## src/rtl/apb_completer_pkg.sv

```systemverilog
// Shared types and default sizing for the APB completer slice.
package apb_completer_pkg;

    typedef enum logic {
        IDLE   = 1'b0,
        ACCESS = 1'b1
    } state_t;

    localparam int AW_DEFAULT    = 8;
    localparam int DW_DEFAULT    = 8;
    localparam int DEPTH_DEFAULT = 256;
    localparam int CNT_W         = 4;
    localparam int WAIT_MAX      = (1 << CNT_W) - 1;

endpackage

```

## src/rtl/apb_completer_mem.sv

```systemverilog
// Word memory for the APB completer: one synchronous write port, combinational read, cleared by reset.
module apb_completer_mem #(
    parameter int DW    = 8,
    parameter int DEPTH = 256,
    parameter int IW    = 8
) (
    input  logic          pclk,
    input  logic          presetn,
    input  logic          we,
    input  logic [IW-1:0] addr,
    input  logic [DW-1:0] wdata,
    output logic [DW-1:0] rdata
);

    logic [DW-1:0] mem [DEPTH];

    // NOTE: resetting every word forces flops rather than RAM macros; the contents must read back 0 after reset.
    always_ff @(posedge pclk or negedge presetn) begin
        if (!presetn) begin
            for (int i = 0; i < DEPTH; i++) begin
                mem[i] <= '0;
            end
        end else if (we) begin
            mem[addr] <= wdata;
        end
    end

    // Guards the read when DEPTH is not a power of two.
    assign rdata = (int'(addr) < DEPTH) ? mem[addr] : '0;

endmodule

```

## src/rtl/apb_completer.sv

```systemverilog
// APB completer: word memory with fixed access-phase wait states and PSLVERR on out-of-range addresses.
module apb_completer
    import apb_completer_pkg::*;
#(
    parameter int AW    = AW_DEFAULT,
    parameter int DW    = DW_DEFAULT,
    parameter int DEPTH = DEPTH_DEFAULT,
    parameter int WAIT  = 0
) (
    input  logic          pclk,
    input  logic          presetn,
    input  logic          psel,
    input  logic          penable,
    input  logic          pwrite,
    input  logic [AW-1:0] paddr,
    input  logic [DW-1:0] pwdata,
    output logic          pready,
    output logic [DW-1:0] prdata,
    output logic          pslverr
);

    localparam int IW = (DEPTH > 1) ? $clog2(DEPTH) : 1;

    state_t           state;
    logic [CNT_W-1:0] cnt;
    logic [AW-1:0]    addr_q;
    logic [DW-1:0]    wdata_q;
    logic             write_q;

    logic [AW-1:0]    cur_addr;
    logic             cur_write;
    logic             in_range;
    logic [DW-1:0]    mem_rdata;
    logic [DW-1:0]    resp_rdata;
    logic             resp_err;
    logic             mem_we;

    // The response is registered one cycle ahead, so in IDLE it is computed from the live setup inputs.
    // NOTE: every always_comb output gets a value on every path, or a latch is inferred.
    always_comb begin
        cur_addr   = (state == IDLE) ? paddr  : addr_q;
        cur_write  = (state == IDLE) ? pwrite : write_q;
        in_range   = int'(cur_addr) < DEPTH;
        resp_err   = !in_range;
        resp_rdata = (!cur_write && in_range) ? mem_rdata : '0;
        mem_we     = (state == ACCESS) && pready && psel && write_q && in_range;
    end

    apb_completer_mem #(
        .DW    (DW),
        .DEPTH (DEPTH),
        .IW    (IW)
    ) u_mem (
        .pclk    (pclk),
        .presetn (presetn),
        .we      (mem_we),
        .addr    (cur_addr[IW-1:0]),
        .wdata   (wdata_q),
        .rdata   (mem_rdata)
    );

    // NOTE: state and outputs use non-blocking assignments so every register samples pre-edge values.
    always_ff @(posedge pclk or negedge presetn) begin
        if (!presetn) begin
            state   <= IDLE;
            cnt     <= '0;
            addr_q  <= '0;
            wdata_q <= '0;
            write_q <= 1'b0;
            pready  <= 1'b0;
            prdata  <= '0;
            pslverr <= 1'b0;
        end else begin
            case (state)
                IDLE: begin
                    pready  <= 1'b0;
                    prdata  <= '0;
                    pslverr <= 1'b0;
                    if (psel && !penable) begin
                        addr_q  <= paddr;
                        write_q <= pwrite;
                        wdata_q <= pwdata;
                        cnt     <= CNT_W'(WAIT);
                        state   <= ACCESS;
                        if (WAIT == 0) begin
                            pready  <= 1'b1;
                            prdata  <= resp_rdata;
                            pslverr <= resp_err;
                        end
                    end
                end
                ACCESS: begin
                    if (!psel || pready) begin
                        // Abort or completion: the write itself happens in the memory on this same edge.
                        pready  <= 1'b0;
                        prdata  <= '0;
                        pslverr <= 1'b0;
                        cnt     <= '0;
                        state   <= IDLE;
                    end else begin
                        if (cnt != '0) begin
                            cnt <= cnt - 1'b1;
                        end
                        if (cnt == CNT_W'(1)) begin
                            pready  <= 1'b1;
                            prdata  <= resp_rdata;
                            pslverr <= resp_err;
                        end
                    end
                end
                default: state <= IDLE;
            endcase
        end
    end

endmodule

```

## config.mk

```make
export PLATFORM = sky130hd
export DESIGN_NAME = apb_completer
export DESIGN_NICKNAME = d
export VERILOG_FILES = /design/src/rtl/apb_completer_pkg.sv /design/src/rtl/apb_completer_mem.sv /design/src/rtl/apb_completer.sv
export SDC_FILE = /design/constraint.sdc
export NUM_CORES = 2
export LEC_CHECK = 0
export ABC_AREA = 1
export BUFFER_PORTS_ARGS = -buffer_cell sky130_fd_sc_hd__buf_2
export CELL_PAD_IN_SITES_DETAIL_PLACEMENT = 0
export CELL_PAD_IN_SITES_GLOBAL_PLACEMENT = 1
export CORE_MARGIN = 4
export CORE_UTILIZATION = 52
export DETAILED_ROUTE_END_ITERATION = 10
export PLACE_DENSITY = 0.87
export SLEW_MARGIN = 20
export SYNTH_ARGS = -nofsm -noshare
export SYNTH_HDL_FRONTEND = slang
export SYNTH_SLANG_ARGS = --single-unit
```

## constraint.sdc

```tcl
create_clock -name pclk -period 5.7 [get_ports pclk]
set_input_delay 0.57 -clock pclk [delete_from_list [all_inputs] [get_ports pclk]]
set_output_delay 0.57 -clock pclk [all_outputs]
set_load 0.01 [all_outputs]
```

### Yosys cells after proc, flatten, opt, wreduce, memory -nomap -nowiden

Index checks and enable logic that the tools add are counted.

| operators by class | value |
|---|---|
| order comparisons | 2 |
| muxes and demuxes | 26 |
| reductions and logical operators | 11 |
| equality and inequality tests | 4 |
| bitwise gates (word level) | 2 |
| add/sub/neg operators | 1 |

Operators with widths:

| operator | count |
|---|---|
| 2048-bit bitwise mux | 1 |
| 8-bit binary-select mux with 8-bit select | 1 |
| 8-bit demux with 8-bit select | 1 |
| 8-bit two-way mux | 8 |
| 8-bit one-hot mux with 2 select lines | 1 |
| 4-bit two-way mux | 3 |
| 9-bit >= comparator (second input constant) | 1 |
| 9-bit by 1-bit < comparator with 1-bit output (second input constant) | 1 |
| 8-bit inverter with 9-bit output | 1 |
| 4-bit one-hot mux with 2 select lines | 1 |
| 1-bit two-way mux | 7 |
| 3-bit by 1-bit inequality test with 1-bit output (second input constant) | 2 |
| 1-bit one-hot mux with 2 select lines | 3 |
| 1-bit logical AND | 5 |
| 4-bit by 1-bit equality test with 1-bit output (second input constant) | 1 |
| 2-bit AND reduction | 2 |
| 4-bit nonzero test | 1 |
| 4-bit by 1-bit subtractor with 4-bit output (second input constant) | 1 |
| 1-bit zero test | 2 |
| 2-bit by 1-bit inequality test with 1-bit output (second input constant) | 1 |
| 1-bit logical OR | 1 |
| 1-bit inverter | 1 |

| storage, ports and cells | value |
|---|---|
| output and inout port bits | 10 |
| logic and storage cells | 310 |
| register bits after elaboration | 2080 |
| bits of input ports | 21 |

### Logic depth before layout (Yosys ltp)

| depth | value |
|---|---|
| word-level depth | 9 |
| mapped depth | 21 |
| depth with buffers taken out | 17 |

### Modules after synthesis

From an unflattened synthesis, not the netlist that was laid out.

| second synthesis, totals | value |
|---|---|
| cell total of the unflattened synthesis | 12558 |
| area total of the unflattened synthesis | 96112.2 um2 |

Modules (own cells, without submodules):

| module | area an instance (um2) | cells an instance | instances | seq. area each (um2) |
|---|---|---|---|---|
| apb_completer_mem | 94620.7 | 12379 | 1 | 51249.2 |
| apb_completer | 1491.4 | 179 | 1 | 775.7 |

### Worst setup path before layout

Ideal clock, no wire load.

| timing | value |
|---|---|
| kind | input to register |
| start point | input paddr[1] |
| end point | register prdata[5] |
| stages on the path | 16 |
| library setup time | 0.116 ns |
| path buffers | 3 |
| required time | 5.584 ns |
| setup slack | 3.375 ns |
| arrival time | 2.208 ns |
| cells stage by stage | inv_1 > o21ai_4 > clkbuf_1 > buf_2 > buf_1 > nand2_1 > nand3_1 > nand2_1 > nand2_1 > o21ai_0 > nand2_1 > nor2_1 > nor2_1 > nor2_1 > nand2_1 > nand2_1 |

| between the ends | value |
|---|---|
| word-level cells in the longest chain between the ends | 9 |
| elaborated cells between the ends (all ways) | 10 |
| those cells by class | 9 x mux; 1 x bitwise |

Ends and longest elaborated chain:

| what | RTL line | source |
|---|---|---|
| from (decl) | apb_completer.sv:15 | `input logic [AW-1:0] paddr,` |
| 8-bit two-way mux * | apb_completer.sv:41 | `cur_addr = (state == IDLE) ? paddr : addr_q;` |
| 8-bit inverter with 9-bit output (implied by the code) * | apb_completer_mem.sv:29 | `assign rdata = (int'(addr) < DEPTH) ? mem[addr] : '0;` |
| 8-bit binary-select mux with 8-bit select * | apb_completer_mem.sv:29 |  |
| 8-bit two-way mux (implied by the code) * (2 in series) | apb_completer_mem.sv:29 |  |
| 8-bit two-way mux * | apb_completer.sv:45 | `resp_rdata = (!cur_write && in_range) ? mem_rdata : '0;` |
| 8-bit two-way mux | apb_completer.sv:104 | `if (cnt == CNT_W'(1)) begin` |
| 8-bit two-way mux | apb_completer.sv:93 | `if (!psel \|\| pready) begin` |
| 8-bit one-hot mux with 2 select lines * | apb_completer.sv:74 | `case (state)` |
| to (signal assigned) | apb_completer.sv:87 | `prdata <= resp_rdata;` |
| to (signal assigned) | apb_completer.sv:106 | `prdata <= resp_rdata;` |
| to (decl) | apb_completer.sv:18 | `output logic [DW-1:0] prdata,` |

Mark *: on every way between the ends. The rest lies on a longest branch, timed or not. The select of a mux whose other input is x is not followed.
A chain may end at the register's enable or synchronous reset.

### Worst setup path in the final report

| timing | value |
|---|---|
| start point | register state |
| end point | register prdata[3] |

| between the ends | value |
|---|---|
| word-level cells in the longest chain between the ends | 9 |
| elaborated cells between the ends (all ways) | 13 |
| those cells by class | 1 x eq/ne; 10 x mux; 2 x bitwise |

Ends and longest elaborated chain:

| what | RTL line | source |
|---|---|---|
| from (decl) | apb_completer.sv:24 | `state_t state;` |
| from (signal assigned) | apb_completer.sv:65 | `state <= IDLE;` |
| from (signal assigned) | apb_completer.sv:84 | `state <= ACCESS;` |
| from (signal assigned) | apb_completer.sv:99 | `state <= IDLE;` |
| 8-bit two-way mux | apb_completer.sv:41 |  |
| 8-bit inverter with 9-bit output (implied by the code) | apb_completer_mem.sv:29 |  |
| 8-bit binary-select mux with 8-bit select | apb_completer_mem.sv:29 |  |
| 8-bit two-way mux (implied by the code) (2 in series) | apb_completer_mem.sv:29 |  |
| 8-bit two-way mux | apb_completer.sv:45 |  |
| 8-bit two-way mux | apb_completer.sv:104 |  |
| 8-bit two-way mux | apb_completer.sv:93 |  |
| 8-bit one-hot mux with 2 select lines | apb_completer.sv:74 |  |

Parallel ways exist; a longest one is shown, timed or not. The select of a mux whose other input is x is not followed.

==> results.toml <==
[yosys]
synth-warning-count = 0
netlist_top_cells_count = "nand2_1, o21ai_0, dfrtp_1, nor2_1, clkbuf_1"
syn_area_mm2 = 0.09593
yosys_most_used_dff = "dfrtp_1"
synth.ff_latch_count = 2079
async_flop_share_pct = 100.0
synth_cells = 12380
ys_types = 36
syn-mean-instance-area_um2 = 7.748
syn_nets = 12400
synthMostInstantiatedCell = "nand2_1"
synth_top_area_share_pct = 54.23
synth_edf_count = 0
synth_area_leaders = "dfrtp_1, nand2_1, o21ai_0"
yosysTopAreaCell = "dfrtp_1"
seq_area_frac_synth_pct = 54.23

[timing]
setup_viol = 0
clock.fmax_mhz = 208.9
layout_setup_ws_ns = 0.9141
max_slew.worst_pin.slew_ns = 1.120
slew_headroom_pct = 25.32
post-route-period-util_pct = 83.96
hold_viol = 0
drv_slew = 0
rsz0062_at_grt = "no"
finalSetupTns_ns = 0
finalCriticalPeriod_ns = 4.786
hold_ws_ns = 0.07342
finClkSkew_ns = 0.04264

[critical_path]
start_kind = "flop"
slowest_delay_ns = 0.83
worstPathRequired_ns = 6.49
critPathKind = "reg2reg"
reg2reg_to = "prdata[3]$_DFFE_PN0P_"
worst_path_most_repeated_cell = "nand2_1"
cp.arrival_ns = 5.58
end_kind = "flop"
ff2ff_path_depth = 15
timing.rr.start = "state$_DFF_PN0_"
slowest_stage = "dfrtp_1"
r2r_slack_ns = 0.91
crit_chain = "inv_4, nand2_2, nand2_8, nand2_8, buf_12, buf_4, or2_2, nand3_1, nand2_1, nand2_1, o21ai_0, nand2_1, nor2_1, nand3_1, o21ai_1"
cp_max_fo = 77

[floorplanning]
core.rowCount = 157
core_mm2 = 0.1833
start_util_pct = 52.34
die-area_mm2 = 0.1914
io_pins = 31
chipWidth_um = 437.5
die_h_um = 437.5

[clock_network]
cts_tree = "done"
cts_buffer_depth = 3
cts_sinks = 2079
clock_latency_ns = 0.88
root_buffer = "clkbuf_16"
numCtsBuffers = 217
clk_pin_slew_ns = 0.06
htreeDepth = 4
cts_setup_buffers = 0

[power_and_ir_drop]
leakage_nw = 49.89
p_per_area_mw_per_mm2 = 338.2
power_mw = 35.52
vdd_drop_max_uv = 282.0

[drt]
vias_per_cell = 5.642
drt_iter0_drc = 9283
wire_per_inst_um = 21.15
dr.pass1.iters = 8
antenna_left = 0
drc = 0
routed-via-count = 82320
drt-total-wl_mm = 308.6

[global_routing]
grt_max_degree = 172
antenna_found_initial = 21
grt_pass1_vias = 77820
grt_pass1_wl_mm = 477.3
grt.overflow.total = 0
track_usage_pct = 32.11

[hold_path]
hold_class = "in2reg"
min_from = "paddr[0]"
holdPathEnd = "addr_q[0]$_DFFE_PN0P_"
min_path_cells = 3

[place]
placed_area_mm2 = 0.09769
gp_congestion = 0.8768
dp_slack_ns = 1.148
dp_cells = 14170
hpwl_mm = 178.4
portBuffers = 29

[layout]
final_util_pct = 57.31
synthToLayoutAreaGrowth_pct = 9.504
layoutNonFillerInstCount = 14590
drive_gt1_share_pct = 7.537
finalNetCount = 11960
design_area_mm2 = 0.1050

[job]
drv_cap = 0

[status]
status = "finished, final reports clean"
[layout by cell type (no fill, tap or decap), drive strengths merged, types with 3 or more instances in the layout]
cell type    count
nand2         4474
o21ai         2612
dfrtp         2079
nor2          1156
inv            521
clkbuf         342
nand3          320
or2            295
buf            195
clkinv          33
o22ai           30
nor3            18
dlygate4sd3     14
diode           13
bufinv           9
clkinvlp         3
[area by class of cell]
class | count | area, µm²
Antenna cell | 13 | 32.53
Clock buffer | 342 | 6545
Clock inverter | 53 | 636.9
Fill cell | 16880 | 78230
Inverter | 513 | 1991
Multi-Input combinational cell | 8917 | 38530
Sequential cell | 2079 | 52020
Tap cell | 2464 | 3083
Timing Repair Buffer | 209 | 2197
[timing repair]
| action | 4_1_cts | 5_1_grt |
|---|---|---|
| gates resized for setup | 0 | 0 |
| hold endpoints to repair | 109 | 0 |
| hold buffers | 14 | 0 |
[critical path: cells and delay by family (launching register included)]
| kind | cells | cell delay [ns] |
|---|---|---|
| AND/OR/NAND/NOR | 10 | 2.00 |
| AO/OA/AOI/OAI | 2 | 0.95 |
| flip-flops | 1 | 0.83 |
| buffers and inverters | 3 | 0.81 |
[power breakdown]
group          leakage [nW]  switching, mW  internal [mW]  total (mW)
sequential             29.0         0.0766           14.8        14.9
clock                  3.53           6.03           8.26        14.3
combinational          17.3           4.88           1.43        6.32
[metal layers]
| layer | track usage, % | wire, µm |
|---|---|---|
| met1 | 45.30 | 132600 |
| met2 | 49.53 | 137900 |
| met3 | 6.032 | 25700 |
| met4 | 12.37 | 12390 |
| met5 | 0 | 101 |
[how the worst max path moves through the flow]
stage                          from                     to  slack (ns)  cells past startpoint
finish              state$_DFF_PN0_  prdata[3]$_DFFE_PN0P_        0.91                     15
global route        state$_DFF_PN0_  prdata[3]$_DFFE_PN0P_        0.71                     15
CTS                 state$_DFF_PN0_  prdata[1]$_DFFE_PN0P_        1.14                     17
detailed placement  state$_DFF_PN0_  prdata[1]$_DFFE_PN0P_        1.15                     17
global placement    state$_DFF_PN0_  prdata[1]$_DFFE_PN0P_        1.21                     17
floorplan                  paddr[1]  prdata[5]$_DFFE_PN0P_        3.38                     16
[flip-flops by register name (all words and copies together) (netlist names)]
signal     count
addr_q         8
state          1
u_mem.mem   2048
wdata_q        8
prdata         8
pready         1
write_q        1
cnt            4
[cell families (layout without fill, tap and decap cells)]
family	after synthesis	count (layout)	share of synthesized area, %
xor+xnor	1	1	0.009132
other cells	1	14	0.003909
fa+ha+maj	2	2	0.02608
flops	2079	2079	54.23
buf+inv	1385	1117	5.778
compound gates	2650	2650	13.91
simple gates	6263	6263	26.04
No activity file was read; power rests on OpenSTA's default activity.
